### config.mk
export PLATFORM = sky130hd
export DESIGN_NAME = serial_adder
export DESIGN_NICKNAME = d
export VERILOG_FILES = /design/src/rtl/serial_adder.sv
export SDC_FILE = /design/constraint.sdc
export NUM_CORES = 1
export LEC_CHECK = 0
export BUFFER_PORTS_ARGS = -buffer_cell sky130_fd_sc_hd__buf_2
export CORE_MARGIN = 2
export CORE_UTILIZATION = 30
export CTS_BUF_LIST = sky130_fd_sc_hd__clkbuf_8 sky130_fd_sc_hd__clkbuf_16
export DETAILED_ROUTE_END_ITERATION = 16
export PLACE_DENSITY = 0.53
export REMOVE_ABC_BUFFERS = 1
export SLEW_MARGIN = 20
export SYNTH_ARGS = -nofsm -noshare
export SYNTH_HDL_FRONTEND = slang
export SYNTH_SLANG_ARGS = --single-unit
### constraint.sdc
create_clock -name clk -period 1.83 [get_ports clk]
set_clock_uncertainty 0.15 [all_clocks]
set_input_delay 0.183 -clock clk [delete_from_list [all_inputs] [get_ports clk]]
set_output_delay 0.183 -clock clk [all_outputs]
set_load 0.01 [all_outputs]
### src/rtl/serial_adder.sv
`default_nettype none
// ============================================================================
// Module      : serial_adder
// Description : Multi-cycle adder/subtractor. Adds CHUNK bits per clock,
//               LSB slice first, carrying between slices in a 1-bit register.
//               Result, carry-out and signed overflow load on the last slice.
// Revision    : 1.0 - initial release
// ============================================================================
module serial_adder #(
  parameter int WIDTH = 8,
  parameter int CHUNK = 1
) (
  input  logic             clk,
  input  logic             rst_n,
  input  logic             start,
  input  logic [WIDTH-1:0] a,
  input  logic [WIDTH-1:0] b,
  input  logic             cin,
  input  logic             sub,
  output logic             busy,
  output logic             done,
  output logic [WIDTH-1:0] sum,
  output logic             cout,
  output logic             overflow
);

  localparam int            N    = WIDTH / CHUNK;
  localparam int            CW   = (N > 1) ? $clog2(N) : 1;
  localparam logic [CW-1:0] LAST = CW'(N - 1);

  // Reject parameter combinations that cannot be sliced evenly.
  generate
    if (WIDTH < 2 || CHUNK < 1 || CHUNK > WIDTH || (WIDTH % CHUNK) != 0) begin : g_bad_params
      $error("serial_adder: illegal WIDTH/CHUNK combination");
    end
  endgenerate

  typedef enum logic [1:0] {
    IDLE = 2'd0,
    RUN  = 2'd1,
    DONE = 2'd2
  } state_t;

  state_t           state_q, state_d;
  logic [CW-1:0]    cnt_q,   cnt_d;
  logic             carry_q, carry_d;
  logic [WIDTH-1:0] a_q,     a_d;
  logic [WIDTH-1:0] b_q,     b_d;
  logic [WIDTH-1:0] sum_q,   sum_d;
  logic             cout_q,  cout_d;
  logic             ovf_q,   ovf_d;

  logic [CHUNK:0]   c_w;
  logic [CHUNK-1:0] s_w;
  logic [WIDTH-1:0] res_next_w;
  logic             run_w;
  logic             last_w;

  assign run_w  = (state_q == RUN);
  assign last_w = (cnt_q == LAST);

  // CHUNK-bit ripple of full adders on the lowest remaining operand slice.
  always_comb begin
    c_w    = '0;
    s_w    = '0;
    c_w[0] = carry_q;
    for (int i = 0; i < CHUNK; i++) begin
      s_w[i]   = a_q[i] ^ b_q[i] ^ c_w[i];
      c_w[i+1] = (a_q[i] & b_q[i]) | (c_w[i] & (a_q[i] ^ b_q[i]));
    end
  end

  // Partial result: slices enter at the top and move down, so after N slices
  // the full word is aligned. A single-slice configuration needs no storage.
  generate
    if (CHUNK == WIDTH) begin : g_res_direct
      assign res_next_w = s_w;
    end else begin : g_res_shift
      logic [WIDTH-CHUNK-1:0] res_q;

      // Shift finished slices down while running.
      always_ff @(posedge clk or negedge rst_n) begin
        if (!rst_n) begin
          res_q <= '0;
        end else if (run_w) begin
          res_q <= res_next_w[WIDTH-1:CHUNK];
        end
      end

      assign res_next_w = {s_w, res_q};
    end
  endgenerate

  // State and datapath registers.
  always_ff @(posedge clk or negedge rst_n) begin
    if (!rst_n) begin
      state_q <= IDLE;
      cnt_q   <= '0;
      carry_q <= 1'b0;
      a_q     <= '0;
      b_q     <= '0;
      sum_q   <= '0;
      cout_q  <= 1'b0;
      ovf_q   <= 1'b0;
    end else begin
      state_q <= state_d;
      cnt_q   <= cnt_d;
      carry_q <= carry_d;
      a_q     <= a_d;
      b_q     <= b_d;
      sum_q   <= sum_d;
      cout_q  <= cout_d;
      ovf_q   <= ovf_d;
    end
  end

  // Next-state logic: capture on start from IDLE/DONE, one slice per RUN cycle.
  always_comb begin
    state_d = state_q;
    cnt_d   = cnt_q;
    carry_d = carry_q;
    a_d     = a_q;
    b_d     = b_q;
    sum_d   = sum_q;
    cout_d  = cout_q;
    ovf_d   = ovf_q;
    case (state_q)
      IDLE, DONE: begin
        if (start) begin
          // Subtraction is A + ~B + 1; borrow-in removes that extra 1.
          a_d     = a;
          b_d     = sub ? ~b : b;
          carry_d = cin ^ sub;
          cnt_d   = '0;
          state_d = RUN;
        end else if (state_q == DONE) begin
          state_d = IDLE;
        end
      end
      RUN: begin
        a_d     = a_q >> CHUNK;
        b_d     = b_q >> CHUNK;
        carry_d = c_w[CHUNK];
        if (last_w) begin
          sum_d   = res_next_w;
          cout_d  = c_w[CHUNK];
          // The top bit of the last slice is bit WIDTH-1 of the word.
          ovf_d   = c_w[CHUNK-1] ^ c_w[CHUNK];
          state_d = DONE;
        end else begin
          cnt_d = cnt_q + CW'(1);
        end
      end
      default: state_d = IDLE;
    endcase
  end

  assign busy     = (state_q == RUN);
  assign done     = (state_q == DONE);
  assign sum      = sum_q;
  assign cout     = cout_q;
  assign overflow = ovf_q;

endmodule
`default_nettype wire

After elaboration in Yosys (flattened, before gate mapping)
Index checks and enable logic that the tools add are counted.
{"block": "totals", "inputBits": 21, "output_inout_bits": 12, "word_cells": 46, "register_bits": 39}
{"block": "op_classes", "n_addsub": 1, "n_eq_ne": 7, "reduce_logical": 7, "muxes": 14, "bitwise_logic": 8}
{"op": "8-bit one-hot mux with 2 select lines", "n": 2}
{"op": "8-bit two-way mux", "n": 3}
{"op": "8-bit NOT", "n": 1}
{"op": "2-bit two-way mux", "n": 3}
{"op": "3-bit two-way mux", "n": 2}
{"op": "3-bit one-hot mux with 2 select lines", "n": 1}
{"op": "2-bit AND reduction", "n": 3}
{"op": "2-bit != test, second input constant", "n": 2}
{"op": "2-bit one-hot mux with 2 select lines", "n": 1}
{"op": "1-bit bitwise XOR", "n": 4}
{"op": "3-bit by 1-bit adder with 3-bit output, second input constant", "n": 1}
{"op": "3-bit == test, second input constant", "n": 1}
{"op": "3-bit != test, second input constant", "n": 1}
{"op": "3-bit AND reduction", "n": 1}
{"op": "1-bit bitwise AND", "n": 2}
{"op": "2-bit by 1-bit == test with 1-bit output, second input constant", "n": 1}
{"op": "2-bit == test, second input constant", "n": 1}
{"op": "2-bit logical NOT", "n": 1}
{"op": "2-bit by 1-bit != test with 1-bit output, second input constant", "n": 1}
{"op": "1-bit one-hot mux with 2 select lines", "n": 1}
{"op": "2-bit nonzero test", "n": 1}
{"op": "2-bit OR reduction", "n": 1}
{"op": "1-bit two-way mux", "n": 1}
{"op": "1-bit bitwise OR", "n": 1}

Depth between registers and ports, before layout
Gate-level depths: netlist (run 1).
{"block": "logic_depth", "ltp_word": 4, "mapped_depth": 6, "depth_no_buf": 5}

Worst setup path before layout (run 1)
OpenSTA, ideal clock, no wires.
{"block": "synth_path", "kind": "register to register", "start": "register cnt_q[0]", "end": "register cout_q, in the netlist cout", "stages_incl_launch_ff": 6, "arrival_ns": 1.404, "path_buffers": 1, "setup_time_ns": 0.125, "synth_period_minus_slack_ns": 1.679, "slack_ns": 0.151, "t_required_ns": 1.555, "cell_sequence": "dfrtp_1 ha_1 ha_1 nand3b_1 buf_2 mux2_2"}
{"block": "synth_between", "elab_chain_cells": 2}
{"element": "from (decl)", "line_no": "45", "rtl": "logic [CW-1:0] cnt_q, cnt_d;"}
{"element": "from (signal assigned)", "line_no": "107", "rtl": "cnt_q <= cnt_d;"}
{"element": "3-bit == test", "line_no": "60", "rtl": "assign last_w = (cnt_q == LAST);"}
{"element": "2-bit AND reduction (no line)"}
{"element": "to (signal assigned)", "line_no": "112", "rtl": "cout_q <= cout_d;"}
{"element": "to (decl)", "line_no": "50", "rtl": "logic cout_q, cout_d;"}
No other way between the ends.
A chain may end at the register's enable or synchronous reset.

Final worst setup path (run 1)
{"block": "layout_path", "start": "register cnt_q[0]", "end": "register sum_q[2], in the netlist sum[2]"}
{"block": "layout_between", "elab_chain_cells": 2}
{"element": "3-bit == test", "line_no": "60"}
{"element": "2-bit AND reduction (no line)"}
{"element": "to (signal assigned)", "line_no": "111", "rtl": "sum_q <= sum_d;"}
{"element": "to (decl)", "line_no": "49", "rtl": "logic [WIDTH-1:0] sum_q, sum_d;"}
No other way between the ends.

==> flow_summary.ini, run 1 <==
[outcome]
status = completed

[timing]
setup_viol = 0
fmaxAchievable_ghz = 0.593
worst-slew-pin-transition_ns = 0.440
hold_violations = 0
fin_ws_ns = 0.144
period_needed_ns = 1.69
period_share = 0.921
rsz0062_at_grt = false
maxSlewHeadroom = 0.706
finalMaxSlewViolations = 0

[global_route]
grt.met3_usage = 0.0339
grt_pass1_vias = 1139
grt_overflow = 0
grt_pass1_wl_um = 5150
grt_max_degree = 40
antenna_found_initial = 0
grt_usage = 0.105
grt.busiest_layer = met2
use_met2 = 0.176
grt_use_met1 = 0.126

[floorplanning]
rows = 27
num_io_pins = 33
start_util = 0.310
die_height_um = 79.4
die-area_mm2 = 0.00631
die_x_um = 79.4
core-area_mm2 = 0.00551

[placed_design]
post-place-ws_ns = 0.0928
postPlaceCellArea_mm2 = 0.00195
dp_cells = 228
hpwlAfterDp_um = 2070
numPortBuffers = 32
place.gp.congestion = 0.732

[yosys]
synth_edf_count = 0
synth_top_area_frac = 0.572
synth_area_mm2 = 0.00171
ys_seq_elements = 39
ys_types = 24
ys_top_cells_by_count = dfrtp_1 (39), mux2_2 (16), a22o_1 (9), xnor2_1 (9)
syn_inst = 128
synth_ff_type = dfrtp_1
yosysSeqAreaShare = 0.572
synthTopCellsByArea = dfrtp_1 (57%), mux2_2 (11%), a221o_1 (4.7%), a22o_1 (4.6%), xnor2_1 (4.6%)
syn_avg_cell_area_um2 = 13.3
synthArstFlopShare = 1.00
synth.most_common_cell = dfrtp_1
synth_area_leader_cell = dfrtp_1
yosysWarnings = 0

[critical_path]
end_kind = register
startpoint = cnt_q[0]
startpoint_type = register
path_cells = ha_1 -> ha_1 -> nand3b_1 -> buf_12 -> mux2_2
critPathMaxStageDelay_ns = 0.41
cp_common_cell = ha_1
r2r_start = cnt_q[0]
arrival_ns = 1.70
critical_path.top_delay_family = flip-flops
cp_data_required_time_ns = 1.85
critPathMaxFanout = 12
path_buf_inv = 1
critPathKind = reg2reg
slowest_stage = dfrtp_1

[clocking]
postCtsSetupBuffers = 0
clock_sinks = 39
cts_inserted_buffers = 5
clock_latency_ns = 0.28
htreeDepth = 2
cts_tree = done
clk_path_buf_depth = 2
clk_pin_slew_ns = 0.07
cts-root-buf = clkbuf_8

[final_layout]
final_cells = 237
fin_util = 0.374
synthToLayoutAreaGrowth_pct = 20.8
diodes = 0
drive_gt1_frac = 0.382
final_area_mm2 = 0.00206
layout.nets = 189

[power]
p_leak_nw = 1.01
combPwrFrac = 0.389
power.switching_mw = 1.11
p_sw_frac = 0.324
p_int_mw = 2.31
power_density_mw_per_mm2 = 1660
seq_power_share = 0.445
power_mw = 3.42
clkPwrFrac = 0.166
irDropWorstVdd_uv = 560

[route]
vias = 1089
remaining_drc_errors = 0
wire_per_inst_um = 12.3
drt_iter0_drc = 25
routed_wl_um = 2920
drt_first_pass_iters = 4
vias_per_cell = 4.59
ant_nets = 0

[run]
drv_cap = 0

[worst_hold_path]
min_path_type = in2reg
hp-start = a[6]
registers in the layout, summed over array words and instances, names as in the netlist:
signal and flops:
state_q 2, sum 8, carry_q 1, a_q 8
g_res_shift.res_q 7, b_q 8, cnt_q 3, cout 1
overflow 1
layer usage:
layer	share of wire	up-vias
met1	0.45	522
met4	0.011	0
met5	0	-
li1	-	526
met3	0.068	5
met2	0.47	36
area by class of cell:
class | count | area (µm²)
multi-input cells | 77 | 654
clock inverters | 1 | 5.00
flip-flops and latches | 39 | 976
inverters | 3 | 11.3
well taps | 72 | 90.1
fillers | 549 | 3440
repair buffers | 39 | 243
clock buffers | 6 | 82.6
final timing paths:
path | to | slack [ns] | depth (start not counted)
setup reg to reg | sum[2] | 0.14 | 5
hold reg to reg | a_q[2] | 0.33 | 1
max in group asynchronous | a_q[5] | 1.10 | 3
setup / recovery | sum[2] | 0.14 | 5
hold / removal | a_q[6] | 0.05 | 3
min in group asynchronous | g_res_shift.res_q[0] | 0.24 | 3
cell families (layout without fill, tap and decap cells):
logic type | count (synthesis) | after routing | synth area share
flip-flops | 39 | 39 | 0.572
AO/OA/AOI/OAI | 28 | 28 | 0.136
AND/OR/NAND/NOR | 20 | 20 | 0.0631
multiplexers | 16 | 16 | 0.106
buffers and inverters | 12 | 49 | 0.0462
XOR/XNOR | 10 | 10 | 0.0513
adder cells (fa/ha/maj) | 3 | 3 | 0.0264
worst register-to-register path, delay by kind of cell (launching register included):
family,cells,cell delay (ns)
buffers and inverters,1,0.15
flip-flops,1,0.41
adder cells (fa/ha/maj),2,0.40
AND/OR/NAND/NOR,1,0.13
multiplexers,1,0.34
power by group through the flow:
stage | registers, mW | clock network [mW] | logic, mW
floorplan | 1.53 | 0 | 0.888
global placement | 1.52 | 0 | 1.29
detailed placement | 1.54 | 0 | 1.34
CTS | 1.53 | 0.590 | 1.35
global route | 1.59 | 0.624 | 1.50
finish | 1.52 | 0.568 | 1.33
cell usage in the layout, fill, tap and decap left out, types with 2 or more instances in the layout:
| cell type | instances |
|---|---|
| a21o_1 | 7 |
| xnor2_1 | 9 |
| buf_2 | 32 |
| nor2b_1 | 2 |
| o21ai_0 | 4 |
| buf_4 | 3 |
| clkbuf_8 | 6 |
| mux2_2 | 16 |
| buf_12 | 2 |
| a22o_1 | 9 |
| nor2_1 | 8 |
| dfrtp_1 | 39 |
| inv_1 | 3 |
| nand3_1 | 3 |
| ha_1 | 2 |
| nand2_1 | 2 |
| a221o_1 | 8 |
| dlygate4sd3_1 | 2 |
per-stage QoR:
step | hold slack, ns | TNS (ns)
after floorplan | -0.263 | -0.194
after global placement | 0.0120 | 0
after detailed placement | 0.0157 | 0
after CTS | 0.0343 | 0
after global routing | 0.0639 | 0
final | 0.0479 | 0
repair_timing:
item	CTS	global route
endpoints found under the setup margin	0	3
gates resized for setup	0	1
endpoints found under the hold margin	40	0
hold buffers	2	0
Note: power is estimated with default switching activity, not from simulation.
==> run 2: changes to the inputs <==
Settings changed: PLACE_DENSITY 0.53 to 0.54.
Clock period 1.83 ns to 1.5 ns, I/O delays scaled along.
==> run 2 against run 1 <==
  * The flow now finishes with violations (setup timing)
  * Utilization increased by 3.7 points
  * Non-clock buffer count up 14
  * Register-to-register slack got worse by 0.26 ns
  * Maximum frequency rose by 4.3%
  * First-iteration DRC count rose by 120%
  * Combinational power grew 62%
  * Total power increased by 39%
  * Critical path depth unchanged
  * Clock power rose by 24%
  * Critical path type unchanged
  * Largest cell class unchanged
==> flow_summary.ini, run 2 (synthesis gave the netlist of run 1 again) <==
[floorplanning]
die_height_um = 79.4
num_io_pins = 33
die_x_um = 79.4
start_util = 0.310
die-area_mm2 = 0.00631
core-area_mm2 = 0.00551
rows = 27

[timing]
setup_viol = 12
fmaxAchievable_ghz = 0.619
period_share = 1.08
rsz0062_at_grt = true
maxSlewHeadroom = 0.738
hold_ws_ns = 0.00839
hold_violations = 0
fin_ws_ns = -0.117
finalMaxSlewViolations = 0
period_needed_ns = 1.62
worst-slew-pin-transition_ns = 0.391
setup-tns-final_ns = -1.18

[clocking]
cts-root-buf = clkbuf_8
clock_sinks = 39
clk_path_buf_depth = 2
clock_latency_ns = 0.28
clk_pin_slew_ns = 0.07
htreeDepth = 2
cts_inserted_buffers = 5
cts_tree = done

[power]
irDropWorstVdd_uv = 745
p_leak_nw = 1.13
power_density_mw_per_mm2 = 2090

[route]
ant_nets = 0
routed_wl_um = 3490
vias = 1168
wire_per_inst_um = 13.9
remaining_drc_errors = 0
drt_iter0_drc = 55
drt_first_pass_iters = 4
vias_per_cell = 4.65

[final_layout]
diodes = 0
layout_commonest_cell = dfrtp_1
synthToLayoutAreaGrowth_pct = 32.8
final_cell_mix = dfrtp_1 (39), buf_2 (31), buf_4 (12)
drive_gt1_frac = 0.480
fin_util = 0.412
final.fill_count = 528
layout.nets = 203

[placed_design]
post-place-ws_ns = -0.213
place.gp.congestion = 0.741
hpwlAfterDp_um = 2310
numPortBuffers = 32

[global_route]
grt.met3_usage = 0.0362
grt_use_met1 = 0.153
grt.busiest_layer = met2
use_met2 = 0.197
grt_overflow = 0
grt_pass1_wl_um = 5870
grt_pass1_vias = 1256
grt_usage = 0.122
antenna_found_initial = 0
grt_max_degree = 40

[critical_path]
path_cells = ha_2 -> ha_4 -> nand3b_1 -> buf_6 -> mux2_4
slowest_stage = dfrtp_1
startpoint = cnt_q[0]
r2r_start = cnt_q[0]
critPathMaxFanout = 6
critPathKind = reg2reg
cp_data_required_time_ns = 1.52
end_kind = register
arrival_ns = 1.64
startpoint_type = register
critPathMaxStageDelay_ns = 0.39

[outcome]
violations = setup timing
status = complete, but fails checks

[worst_hold_path]
hp-start = a[3]
min_path_type = in2reg

[run]
drv_cap = 0
-- run 2: critical path, delay by kind of cell (launching register included) --
| kind | cells | cell delay (ns) |
|---|---|---|
| adder cells (fa/ha/maj) | 2 | 0.36 |
| buffers and inverters | 1 | 0.17 |
| flip-flops | 1 | 0.39 |
| multiplexers | 1 | 0.31 |
| AND/OR/NAND/NOR | 1 | 0.13 |
-- run 2: worst paths after layout --
path / end / slack [ns] / cells after the start
hold / removal: a_q[3] / 0.008 / 3
hold reg to reg: a_q[3] / 0.33 / 1
setup reg to reg: sum[1] / -0.12 / 5
max in group asynchronous: b_q[6] / 0.79 / 3
setup / recovery: sum[1] / -0.12 / 5
min in group asynchronous: g_res_shift.res_q[0] / 0.20 / 3
-- run 2: layer usage --
| metal | part of all wire | vias up |
|---|---|---|
| met5 | 0 | - |
| met4 | 0.015 | 0 |
| met3 | 0.054 | 7 |
| met2 | 0.49 | 35 |
| met1 | 0.44 | 574 |
| li1 | - | 552 |
-- run 2: through the flow --
stage	power [mW]	cells	instance area, µm²
floorplan	2.95	119	1640
global placement	3.47	231	1970
detailed placement	3.60	231	1970
CTS	4.61	247	2230
global route	5.10	251	2270
finish	4.74	251	2270
-- run 2: area by class of cell --
cell class / instances / area [µm²] / area share
Timing Repair Buffer: 53 / 364 / 0.161
Tap cell: 72 / 90.1 / 0.0397
Sequential cell: 39 / 976 / 0.430
Clock buffer: 6 / 82.6 / 0.0364
Clock inverter: 1 / 5.00 / 0.00221
Multi-Input combinational cell: 77 / 738 / 0.326
Inverter: 3 / 11.3 / 0.00497
-- run 2: where the power goes --
part / internal (mW) / switching, mW / leakage, nW / total [mW]
sequential: 1.56 / 0.320 / 0.483 / 1.88
clock: 0.361 / 0.344 / 0.0470 / 0.705
combinational: 1.27 / 0.889 / 0.603 / 2.16
-- run 2: what timing repair did --
action / in CTS / in global routing
buffers inserted: 6 / 10
pin swaps: 3 / 8
cloned: 1 / 0
endpoints found under the setup margin: 21 / 24
resized for setup: 22 / 12
hold endpoints to repair: 40 / 0
hold buffers: 2 / 0
